File: config.mk
export PLATFORM = sky130hd
export DESIGN_NAME = dcache_refill_unit_flat
export DESIGN_NICKNAME = d
export VERILOG_FILES = /design/src/rtl/dcache_refill_unit_if.sv /design/src/rtl/dcache_refill_unit.sv /design/src/flat_wrapper.sv
export SDC_FILE = /design/constraint.sdc
export NUM_CORES = 1
export LEC_CHECK = 0
export ABC_AREA = 1
export BUFFER_PORTS_ARGS = -buffer_cell sky130_fd_sc_hd__buf_2
export CORE_AREA = 2 2 295 297
export CTS_CLUSTER_SIZE = 10
export DETAILED_ROUTE_END_ITERATION = 8
export DIE_AREA = 0 0 297 299
export GPL_ROUTABILITY_DRIVEN = 0
export SYNTH_ARGS = -nofsm -noshare
export SYNTH_HDL_FRONTEND = slang
export SYNTH_SLANG_ARGS = --single-unit
File: constraint.sdc
create_clock -name i_clk -period 3.4 [get_ports i_clk]
set_input_delay 0.17 -clock i_clk [delete_from_list [all_inputs] [get_ports i_clk]]
set_output_delay 0.17 -clock i_clk [all_outputs]
set_load 0.005 [all_outputs]
File: src/rtl/dcache_refill_unit_if.sv
// dcache_refill_unit_if: groups the cache-side miss/refill signals and the five AXI-style channels.
// Latency: none, this is wiring only.
// Backpressure: AwReady/WReady/ArReady stall requests, RReady/BReady gate responses.
//
// Ports (signal names use the refill unit's point of view; In = into the unit):
//   cache side : MissReqIn/MissAddrIn/DirtyIn/VictimAddrIn/VictimDataIn,
//                MissAckOut, RefillValidOut/RefillBeatIdxOut/RefillDataOut,
//                RefillDoneOut, ErrOut
//   AXI side   : Ar*, R*, Aw*, W*, B* channels
// Modports: master = the refill unit (drives AXI requests), slave = the cache plus memory side.
interface dcache_refill_unit_if #(
    parameter int ADDR_W     = 64,
    parameter int DATA_W     = 64,
    parameter int LINE_BEATS = 4
);
    // Cache side
    logic                         MissReqIn;
    logic [ADDR_W-1:0]            MissAddrIn;
    logic                         DirtyIn;
    logic [ADDR_W-1:0]            VictimAddrIn;
    logic [DATA_W*LINE_BEATS-1:0] VictimDataIn;
    logic                         MissAckOut;
    logic                         RefillValidOut;
    logic [$clog2(LINE_BEATS)-1:0] RefillBeatIdxOut;
    logic [DATA_W-1:0]            RefillDataOut;
    logic                         RefillDoneOut;
    logic                         ErrOut;

    // Read address / read data
    logic                         ArValid;
    logic                         ArReady;
    logic [ADDR_W-1:0]            ArAddr;
    logic [7:0]                   ArLen;
    logic [1:0]                   ArBurst;
    logic                         RValid;
    logic                         RReady;
    logic [DATA_W-1:0]            RData;
    logic                         RLast;
    logic [1:0]                   RResp;

    // Write address / write data / write response
    logic                         AwValid;
    logic                         AwReady;
    logic [ADDR_W-1:0]            AwAddr;
    logic [7:0]                   AwLen;
    logic                         WValid;
    logic                         WReady;
    logic [DATA_W-1:0]            WData;
    logic                         WLast;
    logic                         BValid;
    logic                         BReady;
    logic [1:0]                   BResp;

    modport master (
        input  MissReqIn, MissAddrIn, DirtyIn, VictimAddrIn, VictimDataIn,
        output MissAckOut, RefillValidOut, RefillBeatIdxOut, RefillDataOut,
        output RefillDoneOut, ErrOut,
        output ArValid, ArAddr, ArLen, ArBurst, input ArReady,
        input  RValid, RData, RLast, RResp, output RReady,
        output AwValid, AwAddr, AwLen, input AwReady,
        output WValid, WData, WLast, input WReady,
        input  BValid, BResp, output BReady
    );

    modport slave (
        output MissReqIn, MissAddrIn, DirtyIn, VictimAddrIn, VictimDataIn,
        input  MissAckOut, RefillValidOut, RefillBeatIdxOut, RefillDataOut,
        input  RefillDoneOut, ErrOut,
        input  ArValid, ArAddr, ArLen, ArBurst, output ArReady,
        output RValid, RData, RLast, RResp, input RReady,
        input  AwValid, AwAddr, AwLen, output AwReady,
        input  WValid, WData, WLast, output WReady,
        output BValid, BResp, input BReady
    );
endinterface

File: src/rtl/dcache_refill_unit.sv
// dcache_refill_unit: DCache miss handler - optional dirty-victim write-back, then line refill burst.
// Latency: MissAckOut 1 cycle after request; each refill beat 1 cycle after its R handshake.
// Backpressure: holds each AXI valid/address until ready; one miss outstanding, requests ignored while busy.
//
// Ports: i_clk (rising edge), i_rst_n (async active-low), io_bus (dcache_refill_unit_if.master).
// Optional feature macro: DCACHE_CRITICAL_WORD_FIRST_EN
//   defined   -> WRAP burst starting at the missed beat, critical word returned first
//   undefined -> INCR burst from the line base, beats returned 0..LINE_BEATS-1
// BEAT_BYTES must be >= 2 and LINE_BEATS a power of two >= 2.
module dcache_refill_unit #(
    parameter int ADDR_W     = 64,
    parameter int DATA_W     = 64,
    parameter int LINE_BEATS = 4,
    parameter int BEAT_BYTES = 8
) (
    input  logic                 i_clk,
    input  logic                 i_rst_n,
    dcache_refill_unit_if.master io_bus
);
    localparam int IDX_W = $clog2(LINE_BEATS);
    localparam int BO_W  = $clog2(BEAT_BYTES);
    localparam int OFF_W = $clog2(LINE_BEATS * BEAT_BYTES);

    localparam logic [2:0] S_IDLE  = 3'd0;
    localparam logic [2:0] S_WB_AW = 3'd1;
    localparam logic [2:0] S_WB_W  = 3'd2;
    localparam logic [2:0] S_WB_B  = 3'd3;
    localparam logic [2:0] S_RD_AR = 3'd4;
    localparam logic [2:0] S_RD_R  = 3'd5;
    localparam logic [2:0] S_DONE  = 3'd6;

    localparam logic [7:0]       BURST_LEN = 8'(LINE_BEATS - 1);
    localparam logic [IDX_W-1:0] LAST_IDX  = IDX_W'(LINE_BEATS - 1);
    localparam logic [IDX_W:0]   RCVD_LAST = (IDX_W+1)'(LINE_BEATS - 1);
    localparam logic [IDX_W:0]   RCVD_FULL = (IDX_W+1)'(LINE_BEATS);

    localparam logic [ADDR_W-1:0] LINE_MASK = {{(ADDR_W-OFF_W){1'b1}}, {OFF_W{1'b0}}};
    localparam logic [ADDR_W-1:0] BEAT_MASK = {{(ADDR_W-BO_W){1'b1}}, {BO_W{1'b0}}};

`ifdef DCACHE_CRITICAL_WORD_FIRST_EN
    localparam logic [ADDR_W-1:0] RD_MASK  = BEAT_MASK;
    localparam logic [1:0]        RD_BURST = 2'b10;  // WRAP
`else
    localparam logic [ADDR_W-1:0] RD_MASK  = LINE_MASK;
    localparam logic [1:0]        RD_BURST = 2'b01;  // INCR
`endif

    logic [2:0]                        r_state;
    logic [ADDR_W-1:0]                 r_rd_addr;      // already aligned for the AR channel
    logic [ADDR_W-1:0]                 r_victim_addr;  // already line-aligned for the AW channel
    logic [LINE_BEATS-1:0][DATA_W-1:0] r_victim_data;
    logic [IDX_W-1:0]                  r_cnt;          // beat index on W, wrapping line index on R
    logic [IDX_W:0]                    r_rcvd;         // R beats accepted, saturates at LINE_BEATS
    logic                              r_err;
    logic                              r_miss_ack;
    logic                              r_refill_vld;
    logic [IDX_W-1:0]                  r_refill_idx;
    logic [DATA_W-1:0]                 r_refill_data;

    logic [IDX_W-1:0] w_start_idx;
    logic             w_final_beat;
    logic             w_aw_st;
    logic             w_w_st;
    logic             w_b_st;
    logic             w_ar_st;
    logic             w_r_st;

`ifdef DCACHE_CRITICAL_WORD_FIRST_EN
    assign w_start_idx = r_rd_addr[OFF_W-1:BO_W];
`else
    assign w_start_idx = '0;
`endif

    assign w_final_beat = (r_rcvd == RCVD_LAST);

    assign w_aw_st = (r_state == S_WB_AW);
    assign w_w_st  = (r_state == S_WB_W);
    assign w_b_st  = (r_state == S_WB_B);
    assign w_ar_st = (r_state == S_RD_AR);
    assign w_r_st  = (r_state == S_RD_R);

    // AXI request channels: each valid is a pure state decode, so at most one
    // is ever high and each drops the cycle after its handshake moves the FSM on.
    assign io_bus.AwValid = w_aw_st;
    assign io_bus.AwAddr  = r_victim_addr;
    assign io_bus.AwLen   = w_aw_st ? BURST_LEN : 8'd0;

    assign io_bus.WValid  = w_w_st;
    assign io_bus.WData   = w_w_st ? r_victim_data[r_cnt] : '0;
    assign io_bus.WLast   = w_w_st && (r_cnt == LAST_IDX);

    assign io_bus.BReady  = w_b_st;

    assign io_bus.ArValid = w_ar_st;
    assign io_bus.ArAddr  = r_rd_addr;
    assign io_bus.ArLen   = w_ar_st ? BURST_LEN : 8'd0;
    assign io_bus.ArBurst = w_ar_st ? RD_BURST : 2'b00;

    assign io_bus.RReady  = w_r_st;

    // Cache-side outputs
    assign io_bus.MissAckOut       = r_miss_ack;
    assign io_bus.RefillValidOut   = r_refill_vld;
    assign io_bus.RefillBeatIdxOut = r_refill_idx;
    assign io_bus.RefillDataOut    = r_refill_data;
    assign io_bus.RefillDoneOut    = (r_state == S_DONE);
    assign io_bus.ErrOut           = (r_state == S_DONE) && r_err;

    always_ff @(posedge i_clk or negedge i_rst_n) begin
        if (!i_rst_n) begin
            r_state       <= S_IDLE;
            r_rd_addr     <= '0;
            r_victim_addr <= '0;
            r_victim_data <= '0;
            r_cnt         <= '0;
            r_rcvd        <= '0;
            r_err         <= 1'b0;
            r_miss_ack    <= 1'b0;
            r_refill_vld  <= 1'b0;
            r_refill_idx  <= '0;
            r_refill_data <= '0;
        end else begin
            r_miss_ack   <= 1'b0;
            r_refill_vld <= 1'b0;

            case (r_state)
                S_IDLE: begin
                    if (io_bus.MissReqIn) begin
                        r_rd_addr     <= io_bus.MissAddrIn & RD_MASK;
                        r_victim_addr <= io_bus.VictimAddrIn & LINE_MASK;
                        r_victim_data <= io_bus.VictimDataIn;
                        r_miss_ack    <= 1'b1;
                        r_state       <= io_bus.DirtyIn ? S_WB_AW : S_RD_AR;
                    end
                end

                S_WB_AW: begin
                    if (io_bus.AwReady) begin
                        r_cnt   <= '0;
                        r_state <= S_WB_W;
                    end
                end

                S_WB_W: begin
                    if (io_bus.WReady) begin
                        r_cnt <= r_cnt + 1'b1;
                        if (r_cnt == LAST_IDX) begin
                            r_state <= S_WB_B;
                        end
                    end
                end

                S_WB_B: begin
                    if (io_bus.BValid) begin
                        if (io_bus.BResp != 2'b00) begin
                            r_err <= 1'b1;
                        end
                        r_state <= S_RD_AR;
                    end
                end

                S_RD_AR: begin
                    if (io_bus.ArReady) begin
                        r_cnt   <= w_start_idx;
                        r_rcvd  <= '0;
                        r_state <= S_RD_R;
                    end
                end

                S_RD_R: begin
                    if (io_bus.RValid) begin
                        // Beats beyond a full line (slave overran without RLast) are
                        // swallowed so they cannot overwrite the line being filled.
                        if (r_rcvd != RCVD_FULL) begin
                            r_refill_vld  <= 1'b1;
                            r_refill_idx  <= r_cnt;
                            r_refill_data <= io_bus.RData;
                            r_cnt         <= r_cnt + 1'b1;
                            r_rcvd        <= r_rcvd + 1'b1;
                        end
                        if (io_bus.RResp != 2'b00) begin
                            r_err <= 1'b1;
                        end
                        // RLast always ends the miss; a mismatch with the expected
                        // beat count in either direction is flagged as an error.
                        if (io_bus.RLast) begin
                            if (!w_final_beat) begin
                                r_err <= 1'b1;
                            end
                            r_state <= S_DONE;
                        end else if (w_final_beat) begin
                            r_err <= 1'b1;
                        end
                    end
                end

                S_DONE: begin
                    r_err   <= 1'b0;
                    r_state <= S_IDLE;
                end

                default: begin
                    r_state <= S_IDLE;
                end
            endcase
        end
    end
endmodule
File: src/flat_wrapper.sv
// flat-port wrapper written by rule: the top's interface ports become plain ports
module dcache_refill_unit_flat 
#(
    parameter int ADDR_W     = 64,
    parameter int DATA_W     = 64,
    parameter int LINE_BEATS = 4,
    parameter int BEAT_BYTES = 8
)
  (i_clk, i_rst_n, io_bus_MissReqIn, io_bus_MissAddrIn, io_bus_DirtyIn, io_bus_VictimAddrIn, io_bus_VictimDataIn, io_bus_MissAckOut, io_bus_RefillValidOut, io_bus_RefillBeatIdxOut, io_bus_RefillDataOut, io_bus_RefillDoneOut, io_bus_ErrOut, io_bus_ArValid, io_bus_ArAddr, io_bus_ArLen, io_bus_ArBurst, io_bus_ArReady, io_bus_RValid, io_bus_RData, io_bus_RLast, io_bus_RResp, io_bus_RReady, io_bus_AwValid, io_bus_AwAddr, io_bus_AwLen, io_bus_AwReady, io_bus_WValid, io_bus_WData, io_bus_WLast, io_bus_WReady, io_bus_BValid, io_bus_BResp, io_bus_BReady);
  dcache_refill_unit_if #(.ADDR_W(ADDR_W), .DATA_W(DATA_W), .LINE_BEATS(LINE_BEATS)) io_bus_i ();
  input  logic i_clk;
  input  logic i_rst_n;
  input wire logic [$bits(io_bus_i.MissReqIn)-1:0] io_bus_MissReqIn;
  input wire logic [$bits(io_bus_i.MissAddrIn)-1:0] io_bus_MissAddrIn;
  input wire logic [$bits(io_bus_i.DirtyIn)-1:0] io_bus_DirtyIn;
  input wire logic [$bits(io_bus_i.VictimAddrIn)-1:0] io_bus_VictimAddrIn;
  input wire logic [$bits(io_bus_i.VictimDataIn)-1:0] io_bus_VictimDataIn;
  output wire logic [$bits(io_bus_i.MissAckOut)-1:0] io_bus_MissAckOut;
  output wire logic [$bits(io_bus_i.RefillValidOut)-1:0] io_bus_RefillValidOut;
  output wire logic [$bits(io_bus_i.RefillBeatIdxOut)-1:0] io_bus_RefillBeatIdxOut;
  output wire logic [$bits(io_bus_i.RefillDataOut)-1:0] io_bus_RefillDataOut;
  output wire logic [$bits(io_bus_i.RefillDoneOut)-1:0] io_bus_RefillDoneOut;
  output wire logic [$bits(io_bus_i.ErrOut)-1:0] io_bus_ErrOut;
  output wire logic [$bits(io_bus_i.ArValid)-1:0] io_bus_ArValid;
  output wire logic [$bits(io_bus_i.ArAddr)-1:0] io_bus_ArAddr;
  output wire logic [$bits(io_bus_i.ArLen)-1:0] io_bus_ArLen;
  output wire logic [$bits(io_bus_i.ArBurst)-1:0] io_bus_ArBurst;
  input wire logic [$bits(io_bus_i.ArReady)-1:0] io_bus_ArReady;
  input wire logic [$bits(io_bus_i.RValid)-1:0] io_bus_RValid;
  input wire logic [$bits(io_bus_i.RData)-1:0] io_bus_RData;
  input wire logic [$bits(io_bus_i.RLast)-1:0] io_bus_RLast;
  input wire logic [$bits(io_bus_i.RResp)-1:0] io_bus_RResp;
  output wire logic [$bits(io_bus_i.RReady)-1:0] io_bus_RReady;
  output wire logic [$bits(io_bus_i.AwValid)-1:0] io_bus_AwValid;
  output wire logic [$bits(io_bus_i.AwAddr)-1:0] io_bus_AwAddr;
  output wire logic [$bits(io_bus_i.AwLen)-1:0] io_bus_AwLen;
  input wire logic [$bits(io_bus_i.AwReady)-1:0] io_bus_AwReady;
  output wire logic [$bits(io_bus_i.WValid)-1:0] io_bus_WValid;
  output wire logic [$bits(io_bus_i.WData)-1:0] io_bus_WData;
  output wire logic [$bits(io_bus_i.WLast)-1:0] io_bus_WLast;
  input wire logic [$bits(io_bus_i.WReady)-1:0] io_bus_WReady;
  input wire logic [$bits(io_bus_i.BValid)-1:0] io_bus_BValid;
  input wire logic [$bits(io_bus_i.BResp)-1:0] io_bus_BResp;
  output wire logic [$bits(io_bus_i.BReady)-1:0] io_bus_BReady;
  assign io_bus_i.MissReqIn = io_bus_MissReqIn;
  assign io_bus_i.MissAddrIn = io_bus_MissAddrIn;
  assign io_bus_i.DirtyIn = io_bus_DirtyIn;
  assign io_bus_i.VictimAddrIn = io_bus_VictimAddrIn;
  assign io_bus_i.VictimDataIn = io_bus_VictimDataIn;
  assign io_bus_MissAckOut = io_bus_i.MissAckOut;
  assign io_bus_RefillValidOut = io_bus_i.RefillValidOut;
  assign io_bus_RefillBeatIdxOut = io_bus_i.RefillBeatIdxOut;
  assign io_bus_RefillDataOut = io_bus_i.RefillDataOut;
  assign io_bus_RefillDoneOut = io_bus_i.RefillDoneOut;
  assign io_bus_ErrOut = io_bus_i.ErrOut;
  assign io_bus_ArValid = io_bus_i.ArValid;
  assign io_bus_ArAddr = io_bus_i.ArAddr;
  assign io_bus_ArLen = io_bus_i.ArLen;
  assign io_bus_ArBurst = io_bus_i.ArBurst;
  assign io_bus_i.ArReady = io_bus_ArReady;
  assign io_bus_i.RValid = io_bus_RValid;
  assign io_bus_i.RData = io_bus_RData;
  assign io_bus_i.RLast = io_bus_RLast;
  assign io_bus_i.RResp = io_bus_RResp;
  assign io_bus_RReady = io_bus_i.RReady;
  assign io_bus_AwValid = io_bus_i.AwValid;
  assign io_bus_AwAddr = io_bus_i.AwAddr;
  assign io_bus_AwLen = io_bus_i.AwLen;
  assign io_bus_i.AwReady = io_bus_AwReady;
  assign io_bus_WValid = io_bus_i.WValid;
  assign io_bus_WData = io_bus_i.WData;
  assign io_bus_WLast = io_bus_i.WLast;
  assign io_bus_i.WReady = io_bus_WReady;
  assign io_bus_i.BValid = io_bus_BValid;
  assign io_bus_i.BResp = io_bus_BResp;
  assign io_bus_BReady = io_bus_i.BReady;
  dcache_refill_unit #(.ADDR_W(ADDR_W), .DATA_W(DATA_W), .LINE_BEATS(LINE_BEATS), .BEAT_BYTES(BEAT_BYTES)) u_core (.i_clk(i_clk), .i_rst_n(i_rst_n), .io_bus(io_bus_i));
endmodule
Word level (Yosys, flattened, before mapping)
Cells that the tools add are included.
- add/subtract/negate cells: 2
- $mul: 0
- div/mod/pow operators: 0
- magnitude comparators: 1
- equal/unequal tests: 19
- shift operators: 0
- muxes and demuxes: 39
- bitwise operators: 0
- reductions and logical operators: 14
- operators with widths (kind ; number):
    64-bit binary-select mux with 2-bit select ; 1
    64-bit two-way mux ; 2
    3-bit two-way mux ; 12
    3-bit one-hot mux with 6 select lines ; 1
    2-bit != test (second input constant) ; 8
    2-bit two-way mux ; 7
    1-bit two-way mux ; 13
    3-bit by 2-bit == test with 1-bit output (second input constant) ; 3
    3-bit == test (second input constant) ; 3
    2-bit one-hot mux with 4 select lines ; 1
    4-bit AND reduction ; 2
    8-bit AND reduction ; 1
    3-bit one-hot mux with 2 select lines ; 1
    6-bit AND reduction ; 1
    2-bit nonzero test ; 3
    2-bit by 1-bit != test with 1-bit output (second input constant) ; 2
    4-bit nonzero test ; 1
    3-bit by 1-bit adder with 3-bit output (second input constant) ; 1
    3-bit by 1-bit == test with 1-bit output (second input constant) ; 1
    3-bit zero test ; 1
    2-bit by 3-bit < comparator with 1-bit output (second input constant) ; 1
    3-bit != test (second input constant) ; 1
    1-bit one-hot mux with 3 select lines ; 1
    3-bit AND reduction ; 1
    5 further kinds ; 6
- register bits: 451
- bits in latches: 0
- bits in writable memories: 0
- bits in read-only memories: 0
- input bits: 462
- output and inout port bits: 286
- logic and storage cells: 89
- memories: 0

Depth between registers and ports, before layout
Gate-level depths: netlist of run 1.
- depth in word-level cells: 6
- gate-level depth with buffers: 10
- depth with buffers taken out: 10

Least setup slack after synthesis of run 1
No wires, ideal clock.
- kind: register -> register
- start point: register u_core.r_state[1]
- end point: register u_core.r_refill_data[0] (netlist: u_core.io_bus.RefillDataOut[0])
- data arrival time: 1402 ps
- required time: 3275 ps
- slack: 1873 ps
- stages on the path, launching flop included: 7
- clock period less this slack: 1527 ps
- cell sequence: dfrtp_1 > buf_2 > inv_2 > nand3_2 > nor2_4 > buf_4 > mux2_2
- word-level cells in the longest chain between the ends: 2
- RTL lines (item ; line ; RTL):
    start, declared ; dcache_refill_unit.sv:48 ; logic [2:0] r_state;
    start signal, assigned ; dcache_refill_unit.sv:133 ; r_state <= io_bus.DirtyIn ? S_WB_AW : S_RD_AR;
    3-bit == test ; dcache_refill_unit.sv:126 ; case (r_state)
    3-bit AND reduction (no line) ; n/a ;
    end signal, assigned ; dcache_refill_unit.sv:177 ; r_refill_data <= io_bus.RData;
    end, declared ; dcache_refill_unit.sv:58 ; logic [DATA_W-1:0] r_refill_data;
No other way between the ends.
A chain may end at the register's enable or synchronous reset.

Worst setup path after layout of run 1
- start point: register u_core.r_cnt[0]
- end point: output io_bus_WData[8]
- word-level cells in the longest chain between the ends: 3
- RTL lines (item ; line ; RTL):
    start, declared ; dcache_refill_unit.sv:52 ; logic [IDX_W-1:0] r_cnt;
    start signal, assigned ; dcache_refill_unit.sv:146 ; r_cnt <= r_cnt + 1'b1;
    start signal, assigned ; dcache_refill_unit.sv:164 ; r_cnt <= w_start_idx;
    start signal, assigned ; dcache_refill_unit.sv:178 ; r_cnt <= r_cnt + 1'b1;
    64-bit binary-select mux with 2-bit select ; dcache_refill_unit.sv:89 ; assign io_bus.WData = w_w_st ? r_victim_data[r_cnt] : '0;
    64-bit two-way mux (implied by the code) ; dcache_refill_unit.sv:89 ;
    64-bit two-way mux ; dcache_refill_unit.sv:89 ;
    end, declared ; flat_wrapper.sv:39 ; output wire logic [$bits(io_bus_i.WData)-1:0] io_bus_WData;
No other way between the ends. The select of a mux whose other input is x is not followed.

==> results of run 1 <==
per-layer routing:
| metal | track usage [%] | vias up | part of all wire, % |
|---|---|---|---|
| met4 | 6.63 | 14 | 3.4 |
| met2 | 27.5 | 711 | 48 |
| met1 | 20.2 | 8971 | 41 |
| met5 | 0 | - | 0.11 |
| met3 | 3.34 | 147 | 6.6 |
| li1 | - | 9266 | - |
per-stage QoR:
step	hold WS [ns]	instance area, um^2	worst slack (ns)	total power, mW	util (%)
CTS	0.0387	30500	0.349	23.6	35.5
global route	0.134	30600	0.275	25.2	35.5
floorplan	-0.126	20100	1.87	14.3	-
global placement	0.252	24500	1.09	17.4	28.5
finish	0.109	30600	0.499	23.4	35.6
detailed placement	0.252	24500	1.11	17.6	28.5
logic make-up after synthesis:
logic type      count (synthesis)
buf+inv                       566
flops                         451
fa+ha+maj                       4
mux                            64
compound gates                705
xor+xnor                        1
other cells                     1
simple gates                  448
report_power, final:
part / leakage [nW] / total, mW / internal [mW] / switching [mW]
sequential: 5.54 / 9.34 / 8.00 / 1.34
clock: 0.767 / 5.34 / 3.04 / 2.30
combinational: 8.58 / 8.69 / 3.64 / 5.04
total: 14.9 / 23.4 / 14.7 / 8.68
tightest hold or removal path: stages:
cell     delay [ns]
buf_2          0.12
inv_1          0.05
nand2_1        0.05
nand2_1        0.10
nor2_1         0.09
nand3_1        0.07
nand2_1        0.05
Yosys cell counts, types with 9 or more instances:
library cell,count
nand2_1,409
nand3_1,14
buf_4,62
a21oi_1,195
buf_1,9
mux2_2,61
o21ai_1,239
dfrtp_1,451
o21ai_0,269
buf_2,9
inv_1,392
buf_6,41
clkbuf_1,47
nor2_1,19
final cells by class:
type / count / area, um^2 / area share, %
antenna: 8 / 20.0 / 0.0655
sequential: 451 / 11300 / 36.9
clock buffer: 67 / 1440 / 4.72
multi-input combinational: 1245 / 6150 / 20.1
clock inverter: 11 / 124 / 0.405
tap: 1155 / 1450 / 4.73
inverter: 396 / 1490 / 4.87
timing repair buffer: 1202 / 8610 / 28.2
sequential cells by signal, indices dropped and copies added (netlist names):
name / flops
u_core.io_bus.ArAddr: 59
u_core.io_bus.AwAddr: 59
u_core.io_bus.MissAckOut: 1
u_core.io_bus.RefillBeatIdxOut: 2
u_core.io_bus.RefillDataOut: 64
u_core.io_bus.RefillValidOut: 1
u_core.r_cnt: 2
u_core.r_err: 1
u_core.r_rcvd: 3
u_core.r_state: 3
u_core.r_victim_data: 256
repair_timing:
action                     4_1_cts  5_1_grt
setup endpoints to repair        0        0
hold buffers                   448        0
hold endpoints to repair       516        0
worst paths after layout:
kind                                                 start                              end  depth (start not counted)
setup / recovery                           u_core.r_cnt[0]                  io_bus_WData[8]                          4
min in group asynchronous                          i_rst_n  u_core.io_bus.RefillDataOut[31]                          2
hold / removal                               io_bus_BValid                u_core.r_state[0]                          7
max in group asynchronous                          i_rst_n        u_core.r_victim_data[138]                          3
hold reg to reg            u_core.io_bus.RefillDataOut[34]  u_core.io_bus.RefillDataOut[34]                          1
setup reg to reg                         u_core.r_state[2]                     u_core.r_err                          9
==> impl_results.md, run 1 <==
* Main synth FF type: dfrtp_1
* Most frequent cells in the layout: buf_2 (713), dfrtp_1 (449), dlygate4sd3_1 (448), nand2_1 (409), inv_1 (391)
* Area share of the largest cell type after synthesis at between 50% and 60%
* Pin slew with the least headroom to its limit at roughly 1 ns
* Die W at between 200 and 300 um
* Vias per cell at ~4.2
* P&R area growth vs syn at 52.6%
* ANT nets after route at 0
* Hold Crit Class: in -> reg
* Initial Util at between 20% and 30%
* Largest area contributor in the netlist: dfrtp_1
* Die H at 299 um
* CP bufs+invs at 2
* Setup Fix Bufs, Post-CTS at 0
* DP Cell Count at roughly 4,000
* Clock buffer count from CTS at 55
* Leak at 14.9 nW
* Ys Warns at 0
* # clock sinks at approximately 450
* Die area at ~0.089 mm^2
* Peak VDD IR at 583 uV
* Post-CTS sizing at 0
* FP Rows at roughly 110
* RSZ-0062 raised after global routing: false
* Initial antenna violation count at 14
* Reg clk slew, reported paths at ~0.060 ns
* DRT iter0 DRCs at between 1,000 and 1,500
* Worst setup SP type: flip-flop
* Pins Over Slew Limit at 0
* Post-synth EDFFs at 0
* Average cell area after synthesis at about 8.9 um^2
* Avg WL per Cell at around 16 um
* PwrDens at ~760 mW/mm^2
* H-tree levels at 2
* Setup crit end kind: output pin
* Fin nets at approximately 3,800
* Crit-path slowest cell: dfrtp_4
* Root buf cell: clkbuf_16
* Crit Path Class: reg -> out
* Post-Synth Simple-Gate Area at under 10%
* Register bit total from synthesis at around 450
* Setup TNS at 0 ns
* Post-synthesis compound-gate area fraction at between 10% and 20%
* Seq/Total Area, Yosys at about 56%
* Critical path required time at between 3 and 4 ns
* Top delay family on crit path: flip-flops
* Fin cells at 4,535
* Setup violators final at 0
* Detail Placement HPWL at about 49,000 um
* # port buffers at about 710
* Post-synth ARST share at 100%
* Via Count at roughly 19,000
* Outcome: finished, final reports clean
* Fin. Hold Viols at 0
* WL final at around 74,000 um
* CTS tree: yes
* First drt pass iteration count at 5
* First-pass GRT wire length at 113,000 um
* Top post-synthesis cells by area: dfrtp_1 (56%), nand2_1 (7.7%), inv_1 (7.3%), o21ai_0 (6.7%), o21ai_1 (6.0%)
* Yosys cell types at 27
* Synth Area in Adders at less than 1%
* MaxCap Viol Count at 0
* Crit-path max FO at 53
* Post-synthesis xor/xnor area fraction at less than 1%
* Core area at around 0.086 mm^2
* Ports at 748
* Cell breakdown of the critical path: buf_4 > o21ai_0 > a21oi_1 > buf_2
* Final setup skew at between 0.02 and 0.03 ns
* Clk buf depth at 3
* DRC viols at 0
* FF-to-FF setup slack at between 0.6 and 0.7 ns
* GRT Total Usage at between 15 and 20%
* Post-Syn Area at approximately 0.02 mm^2
* Largest net degree at the start of global routing at 108
* Mux cell area share after synthesis at about 3.6%
* Fill cells at 8,586
* GRT Residual Overflow at 0
* Gate Count Post-Synth at ~2,200
* Largest family of logic cells by synthesized area: compound AO/OA/AOI/OAI gates
* Crit path time final at ~2.9 ns
* Layout cell share with drive strength beyond 1 at between 20% and 30%
* Commonest non-fill, non-tap cell in the layout: buf_2
* Vias in the first global route at a little under 20,000
* Relative slew slack at 31.4%
* Period utilization at a little under nine tenths
* Slowest stage delay, CP at ~0.72 ns
* Worst-skew pair later-pin latency at 0.63 ns
* Fmax at about 0.34 GHz
* CP arrival at roughly 2.7 ns
Power figures use the tool's default switching activity.
==> run 2: changes to the inputs <==
Settings changed: ABC_AREA 1 to unset, CORE_AREA 2 2 295 297 to 2 2 292 294, DIE_AREA 0 0 297 299 to 0 0 294 296.
==> impl_results.md, run 2 <==
* Reg power frac at 41.2% (+1.2 points)
* Layout cell share with drive strength beyond 1 at 47.2% (+21 points)
* Setup TNS at 0 ns (unchanged)
* Outcome: finished, final reports clean
* PwrDens at 791 mW/mm^2 (+3.4%)
* Core area at 0.0842 mm^2 (-2.0%)
* CP arrival at 2.74 ns (about the same)
* Count leader, synth: dfrtp_1
* Pins Over Slew Limit at 0 (unchanged)
* CTS tree: yes
* Worst Reg-to-Reg Cells at 6 (-3)
* Fin nets at 2,961 (-22%)
* Final core utilization at 35.7% (+0.087 points)
* Detail Placement HPWL at 42,800 um (-13%)
* FP Rows at 107 (-0.93%)
* H-tree levels at 2 (unchanged)
* Internal power at 16.3 mW (+11%)
* Min setup slack post-route at 0.493 ns (-0.00526 ns)
* Root buf cell: clkbuf_16
* Avg WL per Cell at 17.5 um (+7.8%)
* Initial Util at 23.0% (-0.36 points)
* Most frequent cells in the layout: buf_2 (713), dfrtp_1 (449), dlygate4sd3_1 (444), mux2_2 (295), nand2_1 (200)
* Leak at 13.9 nW (-6.5%)
* Register bit total from synthesis at 451 (unchanged)
* DRC viols at 0 (unchanged)
* Die W at 294 um (-1.0%)
* Largest Register: u_core.r_victim_data
* Gate Count Post-Synth at 1,325 (-41%)
* Clock network power share at 21.9% (-1.0 points)
* Peak VDD IR at 544 uV (-6.7%)
* GRT Total Usage at 13.9% (-2.3 points)
* DP Cell Count at 3,085 (-23%)
* M3 GR Usage at 3.17% (-0.17 points)
* RSZ-0062 raised after global routing: false
* Post-synth ARST share at 100% (unchanged)
* DRT iter0 DRCs at 487 (-59%)
* Pin slew with the least headroom to its limit at 0.821 ns (-0.198 ns)
* Crit path time final at 2.91 ns (+0.00526 ns)
* ANT nets after route at 0 (unchanged)
* Via Count at 15,100 (-21%)
* GRT Residual Overflow at 0 (unchanged)
* Dpl ws at 0.991 ns (-0.115 ns)
* Vias per cell at 4.17 (-1.0%)
* Overall Power at 23.7 mW (+1.6%)
* WL final at 63,400 um (-14%)
* Total net switching power at 7.42 mW (-15%)
* Busiest grt layer: met2
* Reg clk slew, reported paths at 0.05 ns (about the same)
* # clock sinks at 451 (unchanged)
* Main synth FF type: dfrtp_1
* MaxCap Viol Count at 0 (unchanged)
* Fmax at 0.344 GHz (-0.18%)
* Max FFs per register at 256 (unchanged)
* Global routing usage on met2 at 24.6% (-2.9 points)
* Met1 Usage GRT at 16.5% (-3.6 points)
* Fin. Hold Viols at 0 (unchanged)
* Relative slew slack at 45.3% (+14 points)
* Vias in the first global route at 16,400 (-16%)
* Post-synth EDFFs at 0 (unchanged)
* Clk buf depth at 3 (unchanged)
* Fin cells at 3,613 (-20%)
* Yosys cell types at 39 (+44%)
* Largest net degree at the start of global routing at 97 (-10%)
* Crit-path max FO at 32 (-40%)
* Crit Path Class: reg -> out
* Die H at 296 um (-1.0%)
* Largest area contributor in the netlist: dfrtp_1
* Hold Crit Class: in -> reg
* Initial antenna violation count at 13 (-1)
* Average cell area after synthesis at 14.6 um^2 (+63%)
* Comb pwr share at 36.9% (-0.3 points)
* Commonest cells in the netlist: dfrtp_1 (451), mux2_2 (295), nand2_1 (201), mux2_1 (79), nor2b_1 (65)
* Die area at 0.0870 mm^2 (-2.0%)
* Hold depth at 4 (-3)
* # port buffers at 714 (unchanged)
* Post-Syn Area at 0.0193 mm^2 (-3.5%)
* Worst setup SP type: flip-flop
* Worst-skew pair later-pin latency at 0.60 ns (-0.03 ns)
* Ys Warns at 0 (unchanged)
* Switching share of power at 31.2% (-5.9 points)
* Setup crit end kind: output pin
* Period utilization at 85.5% (+0.15 points)
* First-pass GRT wire length at 94,200 um (-17%)
* Final setup skew at 0.0165 ns (-0.00903 ns)
* Post-CTS sizing at 0 (unchanged)
* Setup violators final at 0 (unchanged)
* Commonest non-fill, non-tap cell in the layout: buf_2
* Top post-synthesis cells by area: dfrtp_1 (58%), mux2_2 (17%), mux4_2 (7.5%), mux2_1 (4.6%), nand2_1 (3.9%)
* P&R area growth vs syn at 55.3%
* Area share of the largest cell type after synthesis at 58.4% (+2.0 points)
* First drt pass iteration count at 5 (unchanged)
* Critical path required time at 3.23 ns (about the same)
* Clock buffer count from CTS at 54 (-1.8%)
* Seq/Total Area, Yosys at 58.4% (+2.0 points)
* Ports at 748 (unchanged)
## run 2: cell count changes after synthesis, moves of 25 or more
cell	previous run	this run
inv_1	392	9
a21oi_1	195	2
clkbuf_1	47	22
o21ai_0	269	5
buf_4	62	31
nor2b_1	0	65
mux2_1	3	79
mux4_2	0	64
nand2_1	409	201
o21ai_1	239	0
mux2_2	61	295
## run 2: repair_timing
action	4_1_cts	5_1_grt
hold buffers	444	0
buffers inserted	0	0
hold endpoints to repair	521	0
## run 2: metrics by stage
step | instance area, um^2 | hold slack [ns]
floorplan | 19400 | -0.126
global placement | 24000 | 0.286
CTS | 30000 | 0.0133
finish | 30000 | 0.0601
global route | 30000 | 0.0906
detailed placement | 24000 | 0.281
## run 2: metal layers
layer	wire length [um]	vias up
li1	-	6911
met2	32200	560
met3	3850	127
met5	40	-
met4	2070	6
met1	25200	7461
## run 2: cell type report
type                       instances  area [um^2]
antenna                            8         20.0
clock buffer                      69         1470
clock inverter                     7         62.6
fill                            8070        54200
inverter                          11         41.3
multi-input combinational        778         7280
sequential                       451        11300
tap                             1090         1360
timing repair buffer            1199         8500
## run 2: kinds of logic (layout without fill, tap and decap cells)
| group | after synthesis | count (layout) | share of synthesized area, % |
|---|---|---|---|
| DFF | 451 | 451 | 58.4 |
| AOI/OAI and AO/OA | 23 | 23 | 0.835 |
| buffers and inverters | 118 | 1286 | 4.44 |
| muxes | 441 | 441 | 29.4 |
| xor gates and xnor gates | 1 | 1 | 0.0453 |
| and+or+nand+nor | 286 | 286 | 6.64 |
| other | 1 | 31 | 0.0194 |
| adders and majority gates | 4 | 4 | 0.259 |
## run 2: power groups by stage
stage / Sequential [mW] / Combinational (mW) / Clock [mW]
4_1_cts: 9.75 / 8.82 / 5.39
3_5_place_dp: 9.80 / 8.36 / 0
5_1_grt: 10.1 / 9.55 / 5.61
3_3_place_gp: 9.71 / 8.23 / 0
2_1_floorplan: 9.26 / 5.61 / 0
6_report: 9.78 / 8.76 / 5.20
## run 2: path summary, 6_finish.rpt
kind	from	slack, ns	to
worst min register to register	u_core.io_bus.RefillDataOut[23]	0.47	u_core.io_bus.RefillDataOut[23]
max in group asynchronous	i_rst_n	2.13	u_core.r_victim_data[224]
worst max-delay path	u_core.r_cnt[0]	0.49	io_bus_WData[57]
min in group asynchronous	i_rst_n	0.23	u_core.io_bus.AwAddr[31]
worst min-delay path	io_bus_ArReady	0.06	u_core.r_rcvd[0]
worst max register to register	u_core.r_state[0]	1.04	u_core.io_bus.ArAddr[30]
## run 2: critical path, cell delays in order, from the launching register on
cell and delay, ns:
dfrtp_4 0.94, buf_4 0.33, mux4_2 0.50, nor2b_1 0.16, buf_2 0.21
